## config.mk

```make
export PLATFORM = sky130hd
export DESIGN_NAME = s_feeder
export DESIGN_NICKNAME = d
export VERILOG_FILES = /design/src/rtl/s_feeder.sv
export SDC_FILE = /design/constraint.sdc
export NUM_CORES = 1
export LEC_CHECK = 0
export ABC_CLOCK_PERIOD_IN_PS = 8250
export CORE_UTILIZATION = 47
export CTS_BUF_LIST = sky130_fd_sc_hd__clkbuf_16
export DETAILED_ROUTE_END_ITERATION = 8
export GPL_ROUTABILITY_DRIVEN = 0
export PLACE_DENSITY = 0.69
export SYNTH_ARGS = -nofsm -noshare
export SYNTH_HDL_FRONTEND = slang
export SYNTH_SLANG_ARGS = --single-unit
```

## constraint.sdc

```tcl
create_clock -name clk -period 8.25 [get_ports clk]
set_input_delay 0.825 -clock clk [delete_from_list [all_inputs] [get_ports clk]]
set_output_delay 0.825 -clock clk [all_outputs]
set_load 0.01 [all_outputs]
```

## src/rtl/s_feeder.sv

```systemverilog
// s_feeder: packs the serial 2-bit query stream S into PE-array-wide chunks and returns one per request.
// Define S_FEEDER_DOUBLE_BUF_EN to add a second (ping-pong) chunk buffer so filling overlaps a waiting chunk.
module s_feeder #(
    parameter int PE_ARRAY_SIZE     = 64,
    parameter int PE_ARRAY_SIZE_LOG = 6
) (
    input  logic                         clk,
    input  logic                         rst,
    input  logic                         i_start,
    input  logic                         i_sym_valid,
    input  logic [1:0]                   i_sym,
    input  logic                         i_sym_last,
    output logic                         o_sym_ready,
    input  logic                         i_request_s,
    output logic [2*PE_ARRAY_SIZE-1:0]   o_s,
    output logic [PE_ARRAY_SIZE_LOG:0]   o_s_valid,
    output logic                         o_s_ack,
    output logic                         o_busy
);

    localparam logic [1:0] S_IDLE = 2'd0;
    localparam logic [1:0] S_FILL = 2'd1;
    localparam logic [1:0] S_FULL = 2'd2;
    localparam logic [1:0] S_DONE = 2'd3;

    localparam int             CW       = PE_ARRAY_SIZE_LOG + 1;
    localparam logic [CW-1:0]  FULL_CNT = CW'(PE_ARRAY_SIZE);

`ifdef S_FEEDER_DOUBLE_BUF_EN
    localparam logic [1:0] NBUF   = 2'd2;
    localparam logic       TOGGLE = 1'b1;
`else
    localparam logic [1:0] NBUF   = 2'd1;
    localparam logic       TOGGLE = 1'b0;
`endif

    logic [1:0]                 state, state_n;
    logic [2*PE_ARRAY_SIZE-1:0] chunk_buf [2];
    logic [CW-1:0]              cnt_buf [2];
    logic [CW-1:0]              wr_cnt, cnt_inc, ack_cnt;
    logic                       wr_idx, rd_idx, ack_buf;
    logic [1:0]                 n_full, n_full_n;
    logic                       last_flag, last_flag_n;
    logic                       end_flag, end_flag_n;
    logic                       pending, pending_n;
    logic                       accept, complete, req_any, free_buf;
    logic                       serve_buf, serve_bypass, serve_zero, serve;
    logic                       busy_n;
    logic [2*PE_ARRAY_SIZE-1:0] fill_chunk, ack_data, ack_mask;

    // NOTE: every variable gets a default at the top of always_comb so no path can infer a latch.
    always_comb begin
        accept   = o_sym_ready && i_sym_valid;
        cnt_inc  = wr_cnt + CW'(1);
        complete = accept && ((cnt_inc == FULL_CNT) || i_sym_last);

        fill_chunk = chunk_buf[wr_idx];
        fill_chunk[{wr_cnt[PE_ARRAY_SIZE_LOG-1:0], 1'b0} +: 2] = i_sym;

        // A chunk stays owned until its ack cycle ends, so only one ack is ever in flight.
        req_any      = (i_request_s || pending) && (state != S_IDLE) && !o_s_ack;
        serve_buf    = req_any && (n_full != 2'd0);
        serve_bypass = req_any && (n_full == 2'd0) && complete;
        serve_zero   = req_any && (state == S_DONE);
        serve        = serve_buf || serve_bypass || serve_zero;
        free_buf     = o_s_ack && ack_buf;

        ack_cnt  = '0;
        ack_data = '0;
        if (serve_buf) begin
            ack_cnt  = cnt_buf[rd_idx];
            ack_data = chunk_buf[rd_idx];
        end else if (serve_bypass) begin
            ack_cnt  = cnt_inc;
            ack_data = fill_chunk;
        end
        ack_mask = '0;
        for (int k = 0; k < PE_ARRAY_SIZE; k++) begin
            ack_mask[2*k +: 2] = (k < int'(ack_cnt)) ? 2'b11 : 2'b00;
        end

        if (i_start) begin
            n_full_n    = '0;
            last_flag_n = 1'b0;
            end_flag_n  = 1'b0;
            pending_n   = 1'b0;
            state_n     = S_FILL;
        end else begin
            n_full_n    = n_full + {1'b0, complete} - {1'b0, free_buf};
            last_flag_n = last_flag || (complete && i_sym_last);
            // A full final chunk owes the processor a trailing zero-count chunk.
            end_flag_n  = (end_flag || (complete && i_sym_last && (cnt_inc == FULL_CNT))) && !serve_zero;
            pending_n   = (i_request_s || pending) && (state != S_IDLE) && !serve;
            if (state == S_IDLE)
                state_n = S_IDLE;
            else if (last_flag_n && (n_full_n == 2'd0))
                state_n = S_DONE;
            else if (last_flag_n || (n_full_n == NBUF))
                state_n = S_FULL;
            else
                state_n = S_FILL;
        end

        busy_n = (state_n != S_IDLE) && !((state_n == S_DONE) && !end_flag_n);
    end

    always_ff @(posedge clk or posedge rst) begin
        if (rst) begin
            state       <= S_IDLE;
            wr_cnt      <= '0;
            wr_idx      <= 1'b0;
            rd_idx      <= 1'b0;
            n_full      <= '0;
            last_flag   <= 1'b0;
            end_flag    <= 1'b0;
            pending     <= 1'b0;
            ack_buf     <= 1'b0;
            // NOTE: the chunk buffers are plain registers, so resetting them is cheap and keeps o_s deterministic.
            for (int b = 0; b < 2; b++) begin
                chunk_buf[b] <= '0;
                cnt_buf[b]   <= '0;
            end
            o_sym_ready <= 1'b0;
            o_s         <= '0;
            o_s_valid   <= '0;
            o_s_ack     <= 1'b0;
            o_busy      <= 1'b0;
        end else begin
            // NOTE: non-blocking assignments here so every register sees the pre-edge values.
            state       <= state_n;
            n_full      <= n_full_n;
            last_flag   <= last_flag_n;
            end_flag    <= end_flag_n;
            pending     <= pending_n;
            o_sym_ready <= (state_n == S_FILL);
            o_busy      <= busy_n;
            o_s_ack     <= serve && !i_start;
            o_s         <= (serve && !i_start) ? (ack_data & ack_mask) : '0;
            o_s_valid   <= (serve && !i_start) ? ack_cnt : '0;
            ack_buf     <= (serve_buf || serve_bypass) && !i_start;

            if (i_start) begin
                wr_cnt <= '0;
                wr_idx <= 1'b0;
                rd_idx <= 1'b0;
                for (int b = 0; b < 2; b++) begin
                    chunk_buf[b] <= '0;
                    cnt_buf[b]   <= '0;
                end
            end else begin
                if (accept) begin
                    chunk_buf[wr_idx] <= fill_chunk;
                    if (complete) begin
                        cnt_buf[wr_idx] <= cnt_inc;
                        wr_cnt          <= '0;
                        wr_idx          <= wr_idx ^ TOGGLE;
                    end else begin
                        wr_cnt <= cnt_inc;
                    end
                end
                if (free_buf)
                    rd_idx <= rd_idx ^ TOGGLE;
            end
        end
    end

endmodule

```

Word level (Yosys, flattened, before mapping) --
Index checks and enable logic that the tools add are counted.
Operators by class: $add $sub $neg 4, order comparisons 64, equality and inequality tests 5, shift operators 2, mux-type cells 87, bitwise operators 1, reductions and logical operators 40
Operators with widths (count):
- $mux W256 | 2
- $mux W128 | 3
- $lt A6 B7 Y1 const A | 32
- $mux W2 | 69
- $and A128 B128 Y128 | 1
- $bwmux W128 | 1
- $shift A2 B9 Y128 const A | 1
- $shiftx A2 B9 Y128 | 1
- $lt A5 B7 Y1 const A | 16
- $lt A4 B7 Y1 const A | 8
- $mux W14 | 3
- $mux W7 | 6
- $lt A3 B7 Y1 const A | 4
- $logic_and A1 B1 Y1 | 18
- $lt A1 B7 Y1 const A | 2
- $lt A2 B7 Y1 const A | 2
- $reduce_bool A2 Y1 | 5
- $neg A7 Y9 | 1
- $add A7 B1 Y7 const B | 1
- $eq A7 B7 Y1 const B | 1
- $logic_or A1 B1 Y1 | 7
- $logic_not A1 Y1 | 6
- $logic_not A2 Y1 | 3
- $eq A2 B1 Y1 const B | 2
- other kinds (5) | 8
Storage, ports and cells: bits in registers 288, input port bits 8

Depth between registers and ports, before layout --
word-level depth 16, mapped depth 16

Least setup slack after synthesis --
No wires, ideal clock.
path kind reg-to-reg, start register wr_cnt[1], end register o_busy, data arrival time 3.087 ns, required time 8.173 ns, slack 5.085 ns, cell stages (with the launch flop) 16, buffers on the path 2, cells stage by stage dfrtp_1 > buf_2 > and4_1 > o211ai_1 > a22oi_1 > nand2_1 > clkbuf_1 > ha_1 > inv_1 > ha_1 > xor2_1 > xnor2_1 > or2_2 > a31oi_1 > nor2_1 > a21oi_1
On the way: word-level cells in the longest chain between the ends 16, elaborated cells between the ends (all ways) 26
Ends and longest elaborated chain:
- start, declared | line 40 | logic [CW-1:0] wr_cnt, cnt_inc, ack_cnt;
- start signal, assigned | line 158 | wr_cnt <= cnt_inc;
- $add A7 B1 Y7 * | line 54 | cnt_inc = wr_cnt + CW'(1);
- $eq A7 B7 Y1 * | line 55, 92
- $logic_or A1 B1 Y1 | line 55 | complete = accept && ((cnt_inc == FULL_CNT) || i_sym_last);
- $logic_and A1 B1 Y1 | line 55
- $add A2 B1 Y2 | line 89 | n_full_n = n_full + {1'b0, complete} - {1'b0, free_buf};
- $sub A2 B1 Y2 | line 89
- $eq A2 B1 Y1 | line 98 | else if (last_flag_n || (n_full_n == NBUF))
- $logic_or A1 B1 Y1 | line 98
- $mux W2 | line 98
- $mux W2 | line 96 | else if (last_flag_n && (n_full_n == 2'd0))
- $mux W2 | line 94 | if (state == S_IDLE)
- $mux W2 | line 82 | if (i_start) begin
- $eq A2 B2 Y1 | line 104 | busy_n = (state_n != S_IDLE) && !((state_n == S_DONE) && !end_flag_n);
- $logic_and A1 B1 Y1 | line 104
- $logic_not A1 Y1 | line 104
- $logic_and A1 B1 Y1 * | line 104
- named net busy_n | line 48 | logic busy_n;
- end signal, assigned | line 136 | o_busy <= busy_n;
- end, declared | line 18 | output logic o_busy
Mark *: on every way through the listed nets, which the timed path passes. The rest lies on a longest branch. A chain may end at the register's enable or synchronous reset.

Worst setup path in the final report --
start register wr_cnt[0], end register o_busy
Same word-level chain as after synthesis.

==> results.yml <==
synth:
  ys_seq_area_frac: 0.527
  syn_area_per_cell_sq_um: 8.99
  syn_inst: 1522
  ys_seq_elements: 288
  syn_nets: 1536
  netlist_area_sq_um: 13700
  synth_cell_types: 61
  synth_warnings: 0
  synthArstFlopShare: 1.00
  synth_ff_type: "dfrtp_1"
  synth_edf_count: 0
die:
  rows: 62
  die_height_microns: 173
  die_x_microns: 173
  core_area_sq_um: 28700
  die_area_sq_um: 29800
  start_util: 0.477
  io_pins: 146
clock_network:
  cts.repair.resized: 0
  cts-htree-levels: 1
  numCtsBuffers: 30
  clockBufferDepth: 3
  clock_latency_ns: 0.57
  cts_setup_buffers: 0
  cts_tree: "yes"
  ctsHoldBuffers: 0
  cts-root-buf: "clkbuf_16"
  clkTransAtPathRegs_ns: 0.06
  clock-sinks: 288
run_status:
  status: "finished clean"
global_routing:
  grt_pass1_wl_microns: 66900
  grt_max_degree: 150
  antenna_found_initial: 0
  globalRouteOverflowTotal: 0
  grt_pass1_vias: 11800
  track_usage: 0.286
min_path:
  hp-class: "reg2reg"
  whs_endpoint: "chunk_buf[248]$_DFFE_PP0P_"
  hp-start: "chunk_buf[248]$_DFFE_PP0P_"
  hold_depth: 2
sta:
  setup_violations: 0
  slew_headroom: 0.155
  setup_slack_ns: 4.10
  finalHoldViolCount: 0
  finalCriticalPeriod_ns: 4.15
  fin_tns_setup_ns: 0
  rsz0062_at_grt: "false"
  fin_crit_sh: 0.503
  fin_skew_ns: 0.0118
  fmax_mhz: 241
  worstMarginPinSlew_ns: 1.26
  drv_slew: 0
route:
  route.detailed.drc: 0
  wire_per_inst_microns: 20.9
  drt_iter0_drc: 1453
  antenna_left: 0
  vias_per_cell: 6.04
  wl_microns: 42600
  vias: 12300
  first_pass_iters: 6
placed_design:
  dpl_cell_area_sq_um: 15400
  pre_cts_ws_ns: 4.12
  dpl.hpwl_microns: 29300
  portBuffers: 145
critical_path:
  cp-start-kind: "flop"
  cp-end-kind: "flop"
  crit_required_ns: 8.73
  critPathMaxFanout: 22
  r2r.worst_path.cells: 13
  path_class: "reg2reg"
  regToRegEndpoint: "o_busy$_DFF_PP0_"
  timing.rr.start: "wr_cnt[0]$_DFFE_PP0P_"
  arrival_ns: 4.63
  r2r_slack_ns: 4.10
cells_and_area:
  design_area_sq_um: 16400
  diodes: 0
  areaGrowthSynthToFinish_pct: 20.1
  drive_gt1_frac: 0.0496
  layout.nets: 1643
job:
  cap_violations: 0
power_and_ir_drop:
  leakagePower_uw: 0.00639
  power.density_nw_per_um2: 191
  ir_drop_mv: 0.154
cells in the mapped netlist (14+ instances only):
cell type,instances,share of area
a21oi_1,149,0.054
nor2_1,209,0.057
clkbuf_1,66,0.018
nor3_1,57,0.021
o21ai_0,114,0.042
a22o_1,22,0.014
nand2_1,237,0.065
nand3_1,95,0.035
mux2i_1,73,0.053
dfrtp_1,288,0.53
a221oi_1,27,0.017
nor2b_1,14,0.0064
critical path, stage by stage, from the launching register on:
cell	delay (ns)
dfrtp_1	0.89
ha_1	0.44
o211ai_1	0.26
a22oi_1	0.37
nand2_1	0.35
ha_1	0.41
inv_1	0.04
ha_1	0.17
xor2_1	0.15
xnor2_1	0.15
or2_2	0.31
a31oi_1	0.25
nor2_1	0.08
a21oi_1	0.17
flip-flops by register name, summed over array words and instances, names as in the netlist, 2 cells and up:
| signal | cells |
|---|---|
| cnt_buf | 7 |
| n_full | 2 |
| wr_cnt | 7 |
| state | 2 |
| o_s | 128 |
| chunk_buf | 128 |
| o_s_valid | 7 |
power breakdown:
| group | switching, uW | internal, uW |
|---|---|---|
| clock network | 568 | 845 |
| logic | 225 | 61.7 |
| registers | 15.2 | 1420 |
| total | 809 | 2330 |
through the flow:
stage | instances | hold slack [ns] | utilization | total power (uW)
3_3_place_gp | 1981 | 0.462 | 0.537 | 1740
2_1_floorplan | 1522 | 0.444 | - | 1650
4_1_cts | 2037 | 0.483 | 0.573 | 3140
3_5_place_dp | 1981 | 0.470 | 0.537 | 1740
6_report | 2037 | 0.477 | 0.573 | 3140
5_1_grt | 2037 | 0.492 | 0.573 | 3240
cells in the final DEF (no fill, tap or decap), types with 22 or more instances in the layout:
cell / instances
nand2_1: 237
o21ai_0: 114
a22o_1: 22
clkbuf_16: 30
nor3_1: 57
nor2_1: 208
clkdlybuf4s50_1: 144
a221oi_1: 27
a21oi_1: 149
dfrtp_1: 288
mux2i_1: 73
nand3_1: 95
layout make-up:
class                   instances  area [sq um]
fillers                      2521         12300
repair buffers                164          1600
clock buffers                  30           751
inverters                      11          45.0
clock inverters                26           275
well taps                     384           480
multi-input cells            1134          6070
flip-flops and latches        288          7210
routing by layer:
| metal | global-route usage | vias to the layer above | part of all wire |
|---|---|---|---|
| met2 | 0.446 | 658 | 0.46 |
| met3 | 0.0506 | 118 | 0.092 |
| met4 | 0.114 | 0 | 0.039 |
| li1 | - | 5576 | - |
| met5 | 0 | - | 0 |
| met1 | 0.398 | 5957 | 0.41 |
logic make-up (layout without fill, tap and decap cells):
logic type | Yosys count | count (layout) | share of synthesized area
AND/OR/NAND/NOR | 662 | 662 | 0.209
AO/OA/AOI/OAI | 386 | 386 | 0.171
flip-flops | 288 | 288 | 0.527
buffers and inverters | 100 | 231 | 0.0299
multiplexers | 73 | 73 | 0.0534
XOR/XNOR | 7 | 7 | 0.00448
adder cells (fa/ha/maj) | 6 | 6 | 0.00549
worst max-delay path by stage:
stage	slack (ns)	start	endpoint
final	4.10	wr_cnt[0]$_DFFE_PP0P_	o_busy$_DFF_PP0_
after global routing	3.86	wr_cnt[0]$_DFFE_PP0P_	o_busy$_DFF_PP0_
after CTS	4.20	wr_cnt[0]$_DFFE_PP0P_	o_s[51]$_DFF_PP0_
after detailed placement	4.12	i_request_s	o_s[46]$_DFF_PP0_
after global placement	4.16	i_request_s	o_s[120]$_DFF_PP0_
after floorplan	3.61	rst	ack_buf$_DFF_PP0_
No activity file was read; power rests on OpenSTA's default activity.
